--- src/rtl/cpu_types_pkg.sv ---
// Shared CPU datapath types.
//   word_t     : 32-bit datapath word
//   regbits_t  : 5-bit architectural register number
//   aluop_t    : ALU operation select
//   fwd_sel_t  : operand source select for EX-stage forwarding
//   exmem_t    : packed contents of the EX/MEM pipeline latch
package cpu_types_pkg;

  localparam int DATA_W = 32;

  typedef logic [DATA_W-1:0] word_t;
  typedef logic [4:0]        regbits_t;

  typedef enum logic [3:0] {
    ALU_SLL  = 4'd0,
    ALU_SRL  = 4'd1,
    ALU_ADD  = 4'd2,
    ALU_SUB  = 4'd3,
    ALU_AND  = 4'd4,
    ALU_OR   = 4'd5,
    ALU_XOR  = 4'd6,
    ALU_NOR  = 4'd7,
    ALU_SLT  = 4'd8,
    ALU_SLTU = 4'd9
  } aluop_t;

  typedef enum logic [1:0] {
    FWD_NONE = 2'd0,
    FWD_MEM  = 2'd1,
    FWD_WB   = 2'd2
  } fwd_sel_t;

  typedef struct packed {
    word_t    aluout;
    word_t    store;
    word_t    pcplus4;
    regbits_t writeReg;
    logic     regWEN;
    logic     MemToReg;
    logic     dMemREN;
    logic     dMemWEN;
    logic     halt;
  } exmem_t;

endpackage

--- src/rtl/ex_stage_if.sv ---
// Signal bundle between the ID/EX latch, hazard unit, WB stage and the EX stage.
//   slave  : EX stage view (operands/controls/stall/flush/wb_* in; EX/MEM latch, redirect, overflow out)
//   master : environment view (the reverse)
// Pipeline control semantics: stall holds the EX/MEM latch and suppresses
// redirect; flush loads a bubble and wins over stall; a latched halt freezes
// the latch until reset.
interface ex_stage_if;
  import cpu_types_pkg::*;

  word_t    pcplus4_in, rdat1_in, rdat2_in, immext_in;
  regbits_t rs_in, rt_in, writeReg_in;
  aluop_t   AluOp_in;
  logic [4:0] shamt_in;
  logic     AluSrc_in, MemToReg_in, regWEN_in, dMemREN_in, dMemWEN_in;
  logic     Halt_in, Beq_in, Bne_in, JReg_in;
  logic     stall, flush;
  logic     wb_wen;
  regbits_t wb_reg;
  word_t    wb_data;

  word_t    exmem_aluout, exmem_store, exmem_pcplus4;
  regbits_t exmem_writeReg;
  logic     exmem_regWEN, exmem_MemToReg, exmem_dMemREN, exmem_dMemWEN, exmem_halt;
  logic     redirect;
  word_t    redirect_pc;
  logic     overflow;

  modport slave (
    input  pcplus4_in, rdat1_in, rdat2_in, immext_in, rs_in, rt_in, writeReg_in,
           AluOp_in, shamt_in, AluSrc_in, MemToReg_in, regWEN_in, dMemREN_in,
           dMemWEN_in, Halt_in, Beq_in, Bne_in, JReg_in, stall, flush,
           wb_wen, wb_reg, wb_data,
    output exmem_aluout, exmem_store, exmem_pcplus4, exmem_writeReg,
           exmem_regWEN, exmem_MemToReg, exmem_dMemREN, exmem_dMemWEN,
           exmem_halt, redirect, redirect_pc, overflow
  );

  modport master (
    output pcplus4_in, rdat1_in, rdat2_in, immext_in, rs_in, rt_in, writeReg_in,
           AluOp_in, shamt_in, AluSrc_in, MemToReg_in, regWEN_in, dMemREN_in,
           dMemWEN_in, Halt_in, Beq_in, Bne_in, JReg_in, stall, flush,
           wb_wen, wb_reg, wb_data,
    input  exmem_aluout, exmem_store, exmem_pcplus4, exmem_writeReg,
           exmem_regWEN, exmem_MemToReg, exmem_dMemREN, exmem_dMemWEN,
           exmem_halt, redirect, redirect_pc, overflow
  );

endinterface

--- src/rtl/ex_stage_alu.sv ---
// Combinational 32-bit ALU.
//   op       : operation select
//   a, b     : operands (b already muxed between immediate and rt)
//   rt_val   : shift source (shifts always operate on the rt value)
//   shamt    : shift amount
//   result   : wrapped 32-bit result
//   overflow : signed overflow, ADD/SUB only
module alu
  import cpu_types_pkg::*;
(
  input  aluop_t     op,
  input  word_t      a,
  input  word_t      b,
  input  word_t      rt_val,
  input  logic [4:0] shamt,
  output word_t      result,
  output logic       overflow
);

  word_t sum, diff;

  assign sum  = a + b;
  assign diff = a - b;

  always_comb begin
    result   = '0;
    overflow = 1'b0;
    case (op)
      ALU_ADD: begin
        result   = sum;
        // Same-sign operands producing an opposite-sign sum.
        overflow = (a[31] == b[31]) && (sum[31] != a[31]);
      end
      ALU_SUB: begin
        result   = diff;
        // Different-sign operands where the result's sign departs from a.
        overflow = (a[31] != b[31]) && (diff[31] != a[31]);
      end
      ALU_AND:  result = a & b;
      ALU_OR:   result = a | b;
      ALU_XOR:  result = a ^ b;
      ALU_NOR:  result = ~(a | b);
      ALU_SLT:  result = {31'd0, ($signed(a) < $signed(b))};
      ALU_SLTU: result = {31'd0, (a < b)};
      ALU_SLL:  result = rt_val << shamt;
      ALU_SRL:  result = rt_val >> shamt;
      default:  result = '0;
    endcase
  end

endmodule

--- src/rtl/ex_stage.sv ---
// Execute stage: operand forwarding, ALU, branch/jr resolution and the
// EX/MEM pipeline latch.
//   CLK, RST : clock, asynchronous active-high reset
//   bus      : ex_stage_if.slave (ID/EX operands and controls, hazard
//              stall/flush, WB forwarding source; EX/MEM latch outputs,
//              combinational redirect/redirect_pc/overflow)
// Build option: define FORWARDING_EN to forward from EX/MEM and WB; without
// it the register-file values are used directly and wb_* is ignored.
module ex_stage
  import cpu_types_pkg::*;
#(
  parameter int WORD_W = 32
)
(
  input  logic       CLK,
  input  logic       RST,
  ex_stage_if.slave  bus
);

  logic [WORD_W-1:0] rs_val, rt_val, op_a, op_b, alu_result;
  logic [WORD_W-1:0] branch_target;
  logic              alu_ovf;
  logic              redirect;
  logic [WORD_W-1:0] redirect_pc;
  exmem_t            q, d;

`ifdef FORWARDING_EN
  fwd_sel_t sel_rs, sel_rt;

  // EX/MEM wins over WB; loads are not forwarded from EX/MEM because the
  // data is not available yet; $0 is never forwarded.
  always_comb begin
    sel_rs = FWD_NONE;
    sel_rt = FWD_NONE;
    if (q.regWEN && !q.MemToReg && (q.writeReg == bus.rs_in) && (bus.rs_in != '0))
      sel_rs = FWD_MEM;
    else if (bus.wb_wen && (bus.wb_reg == bus.rs_in) && (bus.rs_in != '0))
      sel_rs = FWD_WB;
    if (q.regWEN && !q.MemToReg && (q.writeReg == bus.rt_in) && (bus.rt_in != '0))
      sel_rt = FWD_MEM;
    else if (bus.wb_wen && (bus.wb_reg == bus.rt_in) && (bus.rt_in != '0))
      sel_rt = FWD_WB;
  end

  always_comb begin
    case (sel_rs)
      FWD_MEM: rs_val = q.aluout;
      FWD_WB:  rs_val = bus.wb_data;
      default: rs_val = bus.rdat1_in;
    endcase
    case (sel_rt)
      FWD_MEM: rt_val = q.aluout;
      FWD_WB:  rt_val = bus.wb_data;
      default: rt_val = bus.rdat2_in;
    endcase
  end
`else
  logic unused_fwd;

  assign rs_val     = bus.rdat1_in;
  assign rt_val     = bus.rdat2_in;
  assign unused_fwd = ^{bus.rs_in, bus.rt_in, bus.wb_wen, bus.wb_reg, bus.wb_data};
`endif

  assign op_a = rs_val;
  assign op_b = bus.AluSrc_in ? bus.immext_in : rt_val;

  alu u_alu (
    .op       (bus.AluOp_in),
    .a        (op_a),
    .b        (op_b),
    .rt_val   (rt_val),
    .shamt    (bus.shamt_in),
    .result   (alu_result),
    .overflow (alu_ovf)
  );

  assign branch_target = bus.pcplus4_in + {bus.immext_in[WORD_W-3:0], 2'b00};

  // JR takes precedence over a simultaneously decoded branch.
  always_comb begin
    redirect    = 1'b0;
    redirect_pc = '0;
    if (!bus.stall) begin
      if (bus.JReg_in) begin
        redirect    = 1'b1;
        redirect_pc = rs_val;
      end else if ((bus.Beq_in && (rs_val == rt_val)) ||
                   (bus.Bne_in && (rs_val != rt_val))) begin
        redirect    = 1'b1;
        redirect_pc = branch_target;
      end
    end
  end

  always_comb begin
    d          = '0;
    d.aluout   = alu_result;
    d.store    = rt_val;
    d.pcplus4  = bus.pcplus4_in;
    d.writeReg = bus.writeReg_in;
    d.regWEN   = bus.regWEN_in && (bus.writeReg_in != '0);
    d.MemToReg = bus.MemToReg_in;
    d.dMemREN  = bus.dMemREN_in;
    d.dMemWEN  = bus.dMemWEN_in;
    d.halt     = bus.Halt_in;
  end

  // A latched halt freezes the latch; otherwise flush beats stall.
  always_ff @(posedge CLK or posedge RST) begin
    if (RST) begin
      q <= '0;
    end else if (!q.halt) begin
      if (bus.flush)
        q <= '0;
      else if (!bus.stall)
        q <= d;
    end
  end

  assign bus.exmem_aluout   = q.aluout;
  assign bus.exmem_store    = q.store;
  assign bus.exmem_pcplus4  = q.pcplus4;
  assign bus.exmem_writeReg = q.writeReg;
  assign bus.exmem_regWEN   = q.regWEN;
  assign bus.exmem_MemToReg = q.MemToReg;
  assign bus.exmem_dMemREN  = q.dMemREN;
  assign bus.exmem_dMemWEN  = q.dMemWEN;
  assign bus.exmem_halt     = q.halt;
  assign bus.redirect       = redirect;
  assign bus.redirect_pc    = redirect_pc;
  assign bus.overflow       = alu_ovf;

endmodule

--- src/flat_wrapper.sv ---
// flat-port wrapper written by rule: the top's interface ports become plain ports
module ex_stage_flat import cpu_types_pkg::*;
#(
  parameter int WORD_W = 32
)
  (CLK, RST, bus_pcplus4_in, bus_rdat1_in, bus_rdat2_in, bus_immext_in, bus_rs_in, bus_rt_in, bus_writeReg_in, bus_AluOp_in, bus_shamt_in, bus_AluSrc_in, bus_MemToReg_in, bus_regWEN_in, bus_dMemREN_in, bus_dMemWEN_in, bus_Halt_in, bus_Beq_in, bus_Bne_in, bus_JReg_in, bus_stall, bus_flush, bus_wb_wen, bus_wb_reg, bus_wb_data, bus_exmem_aluout, bus_exmem_store, bus_exmem_pcplus4, bus_exmem_writeReg, bus_exmem_regWEN, bus_exmem_MemToReg, bus_exmem_dMemREN, bus_exmem_dMemWEN, bus_exmem_halt, bus_redirect, bus_redirect_pc, bus_overflow);
  ex_stage_if bus_i ();
  input  logic CLK;
  input  logic RST;
  input wire logic [$bits(bus_i.pcplus4_in)-1:0] bus_pcplus4_in;
  input wire logic [$bits(bus_i.rdat1_in)-1:0] bus_rdat1_in;
  input wire logic [$bits(bus_i.rdat2_in)-1:0] bus_rdat2_in;
  input wire logic [$bits(bus_i.immext_in)-1:0] bus_immext_in;
  input wire logic [$bits(bus_i.rs_in)-1:0] bus_rs_in;
  input wire logic [$bits(bus_i.rt_in)-1:0] bus_rt_in;
  input wire logic [$bits(bus_i.writeReg_in)-1:0] bus_writeReg_in;
  input wire logic [$bits(bus_i.AluOp_in)-1:0] bus_AluOp_in;
  input wire logic [$bits(bus_i.shamt_in)-1:0] bus_shamt_in;
  input wire logic [$bits(bus_i.AluSrc_in)-1:0] bus_AluSrc_in;
  input wire logic [$bits(bus_i.MemToReg_in)-1:0] bus_MemToReg_in;
  input wire logic [$bits(bus_i.regWEN_in)-1:0] bus_regWEN_in;
  input wire logic [$bits(bus_i.dMemREN_in)-1:0] bus_dMemREN_in;
  input wire logic [$bits(bus_i.dMemWEN_in)-1:0] bus_dMemWEN_in;
  input wire logic [$bits(bus_i.Halt_in)-1:0] bus_Halt_in;
  input wire logic [$bits(bus_i.Beq_in)-1:0] bus_Beq_in;
  input wire logic [$bits(bus_i.Bne_in)-1:0] bus_Bne_in;
  input wire logic [$bits(bus_i.JReg_in)-1:0] bus_JReg_in;
  input wire logic [$bits(bus_i.stall)-1:0] bus_stall;
  input wire logic [$bits(bus_i.flush)-1:0] bus_flush;
  input wire logic [$bits(bus_i.wb_wen)-1:0] bus_wb_wen;
  input wire logic [$bits(bus_i.wb_reg)-1:0] bus_wb_reg;
  input wire logic [$bits(bus_i.wb_data)-1:0] bus_wb_data;
  output wire logic [$bits(bus_i.exmem_aluout)-1:0] bus_exmem_aluout;
  output wire logic [$bits(bus_i.exmem_store)-1:0] bus_exmem_store;
  output wire logic [$bits(bus_i.exmem_pcplus4)-1:0] bus_exmem_pcplus4;
  output wire logic [$bits(bus_i.exmem_writeReg)-1:0] bus_exmem_writeReg;
  output wire logic [$bits(bus_i.exmem_regWEN)-1:0] bus_exmem_regWEN;
  output wire logic [$bits(bus_i.exmem_MemToReg)-1:0] bus_exmem_MemToReg;
  output wire logic [$bits(bus_i.exmem_dMemREN)-1:0] bus_exmem_dMemREN;
  output wire logic [$bits(bus_i.exmem_dMemWEN)-1:0] bus_exmem_dMemWEN;
  output wire logic [$bits(bus_i.exmem_halt)-1:0] bus_exmem_halt;
  output wire logic [$bits(bus_i.redirect)-1:0] bus_redirect;
  output wire logic [$bits(bus_i.redirect_pc)-1:0] bus_redirect_pc;
  output wire logic [$bits(bus_i.overflow)-1:0] bus_overflow;
  assign bus_i.pcplus4_in = bus_pcplus4_in;
  assign bus_i.rdat1_in = bus_rdat1_in;
  assign bus_i.rdat2_in = bus_rdat2_in;
  assign bus_i.immext_in = bus_immext_in;
  assign bus_i.rs_in = bus_rs_in;
  assign bus_i.rt_in = bus_rt_in;
  assign bus_i.writeReg_in = bus_writeReg_in;
  assign bus_i.AluOp_in = bus_AluOp_in;
  assign bus_i.shamt_in = bus_shamt_in;
  assign bus_i.AluSrc_in = bus_AluSrc_in;
  assign bus_i.MemToReg_in = bus_MemToReg_in;
  assign bus_i.regWEN_in = bus_regWEN_in;
  assign bus_i.dMemREN_in = bus_dMemREN_in;
  assign bus_i.dMemWEN_in = bus_dMemWEN_in;
  assign bus_i.Halt_in = bus_Halt_in;
  assign bus_i.Beq_in = bus_Beq_in;
  assign bus_i.Bne_in = bus_Bne_in;
  assign bus_i.JReg_in = bus_JReg_in;
  assign bus_i.stall = bus_stall;
  assign bus_i.flush = bus_flush;
  assign bus_i.wb_wen = bus_wb_wen;
  assign bus_i.wb_reg = bus_wb_reg;
  assign bus_i.wb_data = bus_wb_data;
  assign bus_exmem_aluout = bus_i.exmem_aluout;
  assign bus_exmem_store = bus_i.exmem_store;
  assign bus_exmem_pcplus4 = bus_i.exmem_pcplus4;
  assign bus_exmem_writeReg = bus_i.exmem_writeReg;
  assign bus_exmem_regWEN = bus_i.exmem_regWEN;
  assign bus_exmem_MemToReg = bus_i.exmem_MemToReg;
  assign bus_exmem_dMemREN = bus_i.exmem_dMemREN;
  assign bus_exmem_dMemWEN = bus_i.exmem_dMemWEN;
  assign bus_exmem_halt = bus_i.exmem_halt;
  assign bus_redirect = bus_i.redirect;
  assign bus_redirect_pc = bus_i.redirect_pc;
  assign bus_overflow = bus_i.overflow;
  ex_stage #(.WORD_W(WORD_W)) u_core (.CLK(CLK), .RST(RST), .bus(bus_i));
endmodule
--- config.mk ---
export PLATFORM = sky130hd
export DESIGN_NAME = ex_stage_flat
export DESIGN_NICKNAME = d
export VERILOG_FILES = /design/src/rtl/cpu_types_pkg.sv /design/src/rtl/ex_stage_if.sv /design/src/rtl/ex_stage_alu.sv /design/src/rtl/ex_stage.sv /design/src/flat_wrapper.sv
export SDC_FILE = /design/constraint.sdc
export NUM_CORES = 1
export LEC_CHECK = 0
export BUFFER_PORTS_ARGS = -buffer_cell sky130_fd_sc_hd__buf_2
export CAP_MARGIN = 20
export CORE_MARGIN = 8
export CORE_UTILIZATION = 32
export DETAILED_ROUTE_END_ITERATION = 6
export PLACE_DENSITY = 0.57
export SYNTH_ARGS = -nofsm -noshare
export SYNTH_HDL_FRONTEND = slang
export SYNTH_SLANG_ARGS = --single-unit
--- constraint.sdc ---
create_clock -name CLK -period 3.3 [get_ports CLK]
set_input_delay 0.165 -clock CLK [delete_from_list [all_inputs] [get_ports CLK]]
set_output_delay 0.165 -clock CLK [all_outputs]
set_load 0.02 [all_outputs]
==> flow_summary_export.csv, run 1 <==
group,metric,value,unit
run_status,status,"complete, but fails checks",
run_status,violations,"setup timing",
route,wl_per_cell,27.0,um
yosys,synthAdderAreaFrac,0.109,
floorplan,die_h,234,um
power_and_ir_drop,peakVddDrop,0.220,mV
power_and_ir_drop,power.density,345,mW/mm^2
yosys,synth.mux.area_fraction,0.155,
clock_network,clk_latency,400,ps
timing,final_max_slew_viol_count,0,
grt,grt_pass1_vias,17600,
flow_run,cap_violations,0,
yosys,yosys-top-cells-area,"dfrtp_1, ha_1, mux4_2, mux2i_1, a21oi_1",
route,via_per_inst,5.86,
route,routed_wl,81000,um
setup_path,critPathMaxFanout,6,
route,route.met2.wl,36700,um
setup_path,max_stage_delay,560,ps
timing,timing.final.crit_share,1.07,
place,gp_congestion,0.989,
setup_path,cp.required,3130,ps
route,wl_met1,34300,um
final_layout,final_cells,2997,
route,vias,17600,
route,met3WireLength,6600,um
clock_network,cts_tree,"yes",
yosys,yosysWarnings,0,
clock_network,clkSlewWorstSetupHoldPaths,90,ps
place,dpl.cell_count,2939,
final_layout,multi_input_area,0.0118,sq mm
clock_network,root_buffer,"clkbuf_16",
clock_network,cts_buffer_depth,2,
yosys,yosys-top-cells-count,"a21oi_1, nor2_1, ha_1",
floorplan,placementRows,80,
setup_path,critPathLaunchType,"input pin",
floorplan,start_util,0.321,
final_layout,regArea,0.00265,sq mm
clock_network,clock-sinks,106,
setup_path,worstSetupPathType,"input pin to output port",
yosys,synthFlopType,"dfrtp_1",
yosys,synth_enable_flop_cells,0,
setup_path,cp.arrival,3350,ps
final_layout,syn2layout_area_growth,32.8,%
yosys,synth_top_family_by_area,"compound AO/OA/AOI/OAI gates",
yosys,synthSimpleGateAreaFrac,0.140,
final_layout,n_antenna_cell,0,
place,io_buffers,294,
setup_path,path_cells,"buf_12 > buf_16 > mux2i_4 > ha_4 > buf_4 > or4_4 > or3_4 > nor2b_4 > a2111oi_4 > o31ai_2 > o22ai_2 > o211ai_2 > nor2b_1 > o311a_1 > buf_6",
yosys,avgSynthCellArea,8.05,sq um
final_layout,drive_gt1_frac,0.314,
timing,finalHoldViolations,0,
floorplan,io_pins,343,
timing,rsz0062_at_grt,"yes",
power_and_ir_drop,leakagePower,0.00960,uW
grt,grt.overflow.total,0,
yosys,synth_compound_area_frac,0.288,
timing,setup_viol,1,
route,highest_layer,"met4",
route,ant_nets,0,
grt,antenna_found_initial,1,
yosys,yosysTopAreaCell,"dfrtp_1",
final_layout,nFillCells,4772,
yosys,async_reset_ff_frac,1.00,
yosys,syn_inst,1886,
yosys,netlist_area,0.0152,sq mm
grt,grt_pass1_wl,117000,um
power_and_ir_drop,total_power,6960,uW
timing,worst_slack,-218,ps
clock_network,cts_buffers,9,
place,hpwl,66000,um
place,placed_area,0.0191,sq mm
floorplan,core-area,0.0473,sq mm
final_layout,fin_area,0.0202,sq mm
route,first_iter_violations,1671,
timing,slew_headroom,0.409,
yosys,ys_seq_area_frac,0.175,
yosys,synth-seq-cells,106,
setup_path,critical_path.top_delay_family,"simple AND/OR/NAND/NOR gates",
setup_path,worst-path-buf-inv,4,
timing,skew,6.90,ps
timing,fmax,0.284,GHz
timing,min_period,3520,ps
setup_path,setup.worst_path.end_class,"output port",
yosys,synth_top_area_frac,0.175,
floorplan,fp.dieW,234,um
yosys,syn_nets,2220,
floorplan,dieArea,0.0547,sq mm
yosys,synth.distinct_cells,84,
yosys,synth.most_common_cell,"a21oi_1",
timing,whs,20.4,ps
grt,grt_max_degree,107,
clock_network,htreeDepth,3,
grt,gr-usage-all-layers,0.288,
yosys,synth-xor-area-share,0.0617,
route,route.detailed.drc,0,
timing,worst_slew_pin_slew,886,ps
worst_hold_path,hp-class,"input pin to register",
route,dr.pass1.iters,6,
setup_path,slowest_stage,"or4_4",
final_layout,final_nets,2711,
[through the flow]
stage	setup TNS [ps]	setup WS, ps	utilization
floorplan	-8.02	-8.02	-
global placement	-4380	-469	0.404
detailed placement	-5820	-522	0.404
CTS	-220	-220	0.424
global route	-297	-297	0.426
finish	-218	-218	0.426
[placed cells by master, fill, tap and decap left out, types with 20 or more instances in the layout]
| cell | netlist | layout |
|---|---|---|
| buf_4 | 1 | 314 |
| buf_2 | 26 | 287 |
| a21oi_1 | 164 | 159 |
| nor2_1 | 159 | 159 |
| ha_1 | 128 | 124 |
| nand2_1 | 119 | 119 |
| dfrtp_1 | 106 | 106 |
| inv_1 | 105 | 104 |
| mux2i_1 | 102 | 90 |
| o21ai_0 | 96 | 88 |
| a22o_1 | 80 | 80 |
| xnor2_1 | 63 | 63 |
| mux4_2 | 54 | 54 |
| xor2_1 | 44 | 44 |
| a21o_1 | 36 | 35 |
| nor3_1 | 36 | 33 |
| nand3_1 | 32 | 32 |
| dlygate4sd3_1 | 0 | 32 |
| a211oi_1 | 32 | 29 |
| o211ai_1 | 27 | 27 |
| a22oi_1 | 27 | 27 |
| o21ai_1 | 18 | 25 |
| o22ai_1 | 20 | 20 |
[report_power, final]
group          internal [uW]  switching [uW]
clock                    535             637
sequential              1530             137
combinational           1710            2420
[final timing paths]
path | depth (start not counted) | to | start | slack (ps)
min in group asynchronous | 4 | u_core.bus.exmem_pcplus4[3] | RST | 430
worst min register to register | 2 | u_core.bus.exmem_aluout[3] | u_core.bus.exmem_aluout[3] | 480
worst min-delay path | 2 | u_core.bus.exmem_pcplus4[17] | bus_pcplus4_in[17] | 20
worst max-delay path | 15 | bus_overflow | bus_AluSrc_in | -220
max in group asynchronous | 4 | u_core.bus.exmem_aluout[6] | RST | 2340
worst max register to register | 9 | u_core.bus.exmem_aluout[30] | u_core.bus.exmem_halt | 1120
[cell families after synthesis]
logic type,after synthesis
AO/OA/AOI/OAI,644
XOR/XNOR,107
adder cells (fa/ha/maj),131
buffers and inverters,272
flip-flops,106
multiplexers,166
AND/OR/NAND/NOR,460
[final cells by class]
type / count / area share
Clock buffer: 9 / 0.0112
Timing Repair Buffer: 641 / 0.212
Inverter: 111 / 0.0208
Multi-Input combinational cell: 1508 / 0.583
Tap cell: 615 / 0.0381
Clock inverter: 7 / 0.00360
Sequential cell: 106 / 0.131
[flip-flops by register name, summed over array words and instances (netlist names)]
| signal | count |
|---|---|
| u_core.bus.exmem_MemToReg | 1 |
| u_core.bus.exmem_aluout | 32 |
| u_core.bus.exmem_dMemREN | 1 |
| u_core.bus.exmem_dMemWEN | 1 |
| u_core.bus.exmem_halt | 1 |
| u_core.bus.exmem_pcplus4 | 32 |
| u_core.bus.exmem_regWEN | 1 |
| u_core.bus.exmem_store | 32 |
| u_core.bus.exmem_writeReg | 5 |
[per-layer routing]
| layer | track usage | vias up |
|---|---|---|
| met2 | 0.461 | 851 |
| met1 | 0.377 | 8618 |
| met3 | 0.0604 | 140 |
| met5 | 0 | - |
| li1 | - | 7955 |
| met4 | 0.111 | 0 |
[repair_timing]
action | CTS | global route
setup buffers | 7 | 2
pin swaps | 11 | 8
hold buffers | 32 | 0
endpoints found under the setup margin | 6 | 15
cloned | 1 | 0
hold endpoints to repair | 137 | 0
gates resized for setup | 40 | 27
Power figures use the tool's default switching activity.
==> run 2: changes to the inputs <==
--- a/config.mk
+++ b/config.mk
@@ -8,9 +8,9 @@
 export BUFFER_PORTS_ARGS = -buffer_cell sky130_fd_sc_hd__buf_2
 export CAP_MARGIN = 20
 export CORE_MARGIN = 8
-export CORE_UTILIZATION = 32
+export CORE_UTILIZATION = 42
 export DETAILED_ROUTE_END_ITERATION = 6
-export PLACE_DENSITY = 0.57
+export PLACE_DENSITY = 0.7
 export SYNTH_ARGS = -nofsm -noshare
 export SYNTH_HDL_FRONTEND = slang
 export SYNTH_SLANG_ARGS = --single-unit
==> flow_summary_export.csv, run 2 (same netlist as run 1, synthesis figures left out) <==
group,metric,value,unit
place,dp_worst_setup_slack,-435,ps
clock_network,clkSlewWorstSetupHoldPaths,80,ps
timing,final_max_slew_viol_count,0,
grt,gr-usage-all-layers,0.349,
route,dr.pass1.iters,5,
final_layout,syn2layout_area_growth,30.4,%
clock_network,cts_tree,"yes",
clock_network,root_buffer,"clkbuf_16",
setup_path,critPathMaxFanout,7,
floorplan,start_util,0.427,
route,first_iter_violations,2194,
place,gp_congestion,1.04,
route,vias,17800,
timing,setup_viol,2,
floorplan,core-area,0.0356,sq mm
final_layout,final_nets,2691,
final_layout,final_common_cell,"buf_4",
clock_network,cts_buffers,9,
timing,worst_slack,-281,ps
timing,worst_slew_pin_slew,977,ps
route,wl_per_cell,27.2,um
timing,finalHoldViolations,7,
timing,min_period,3580,ps
clock_network,htreeDepth,3,
place,placed_area,0.0189,sq mm
grt,grt_max_degree,74,
power_and_ir_drop,leakagePower,0.00952,uW
power_and_ir_drop,total_power,6930,uW
timing,skew,12.9,ps
final_layout,final_cells,2823,
setup_path,setup.worst_path.end_class,"output port",
place,io_buffers,294,
floorplan,io_pins,343,
final_layout,drive_gt1_frac,0.323,
run_status,status,"complete, but fails checks",
setup_path,critPathLaunchType,"input pin",
floorplan,dieArea,0.0425,sq mm
setup_path,worstSetupPathType,"input pin to output port",
route,route.detailed.drc,0,
grt,antenna_found_initial,2,
setup_path,cp.arrival,3420,ps
floorplan,placementRows,69,
clock_network,clk_latency,390,ps
place,dpl.cell_count,2784,
flow_run,cap_violations,0,
timing,whs,-3.09,ps
worst_hold_path,hp-class,"input pin to async pin",
timing,rsz0062_at_grt,"yes",
place,hpwl,61900,um
final_layout,final_cell_mix,"buf_4, buf_2, a21oi_1",
grt,grt_pass1_wl,112000,um
floorplan,fp.dieW,206,um
clock_network,cts_buffer_depth,2,
final_layout,fin_area,0.0198,sq mm
power_and_ir_drop,power.density,350,mW/mm^2
route,routed_wl,76700,um
run_status,violations,"hold timing, setup timing",
final_layout,nFillCells,3400,
power_and_ir_drop,peakVddDrop,0.323,mV
floorplan,die_h,206,um
timing,fmax,0.279,GHz
final_layout,n_antenna_cell,0,
route,ant_nets,0,
grt,grt.overflow.total,0,
setup_path,cp.required,3130,ps
route,via_per_inst,6.30,
timing,slew_headroom,0.349,
clock_network,clock-sinks,106,
timing,timing.final.crit_share,1.09,
grt,grt_pass1_vias,17400,
## run 2: layout make-up
cell class	instances	area, sq um	area share
Inverter	111	419	0.0212
Timing Repair Buffer	621	4060	0.205
Clock buffer	9	225	0.0114
Tap cell	461	577	0.0291
Multi-Input combinational cell	1508	11800	0.596
Sequential cell	106	2650	0.134
Clock inverter	7	67.6	0.00341
## run 2: metrics by stage
| step | TNS [ps] | utilization |
|---|---|---|
| after floorplan | -8.02 | - |
| final | -465 | 0.557 |
| after global placement | -3780 | 0.532 |
| after CTS | -191 | 0.547 |
| after detailed placement | -5470 | 0.532 |
| after global routing | -618 | 0.557 |
## run 2: metal layers
metal,vias up,share of wire,global-route usage
li1,7910,-,-
met1,8618,0.40,0.454
met2,1078,0.44,0.544
met3,184,0.099,0.0779
met4,4,0.054,0.161
met5,-,0.00034,0
## run 2: power by group
group          leakage [uW]  total [uW]  switching [uW]  internal [uW]
Combinational       0.00795        4110            2400           1710
Sequential          0.00143        1660             135           1530
Clock              0.000142        1150             616            535
Total               0.00952        6930            3150           3770
## run 2: critical path, stage by stage
cell and delay, ps:
buf_12 110, buf_12 170, mux2i_4 290, ha_4 240
buf_6 110, or4_4 530, or3_4 370, nor2b_4 140
a2111oi_4 70, o31ai_2 240, o22ai_2 160, o211ai_4 260
nor2b_4 220, o311a_4 240, buf_6 120
## run 2: what timing repair did
item,in CTS,in global routing
gates cloned,1,0
buffers inserted,10,13
endpoints found under the setup margin,1,14
endpoints found under the hold margin,4,0
gates resized for setup,25,50
pin swaps,8,15
hold buffers,4,0
## run 2: worst paths after layout
| path | startpoint | end | slack [ps] | depth (start not counted) |
|---|---|---|---|---|
| max | bus_AluSrc_in | bus_overflow | -280 | 15 |
| min | RST | u_core.bus.exmem_pcplus4[1] | -3 | 2 |
| max reg2reg | u_core.bus.exmem_halt | u_core.bus.exmem_aluout[27] | 920 | 6 |
| min reg2reg | u_core.bus.exmem_aluout[3] | u_core.bus.exmem_aluout[3] | 490 | 2 |
| max in group asynchronous | RST | u_core.bus.exmem_aluout[6] | 2380 | 3 |
| min in group CLK | bus_pcplus4_in[23] | u_core.bus.exmem_pcplus4[23] | 10 | 2 |
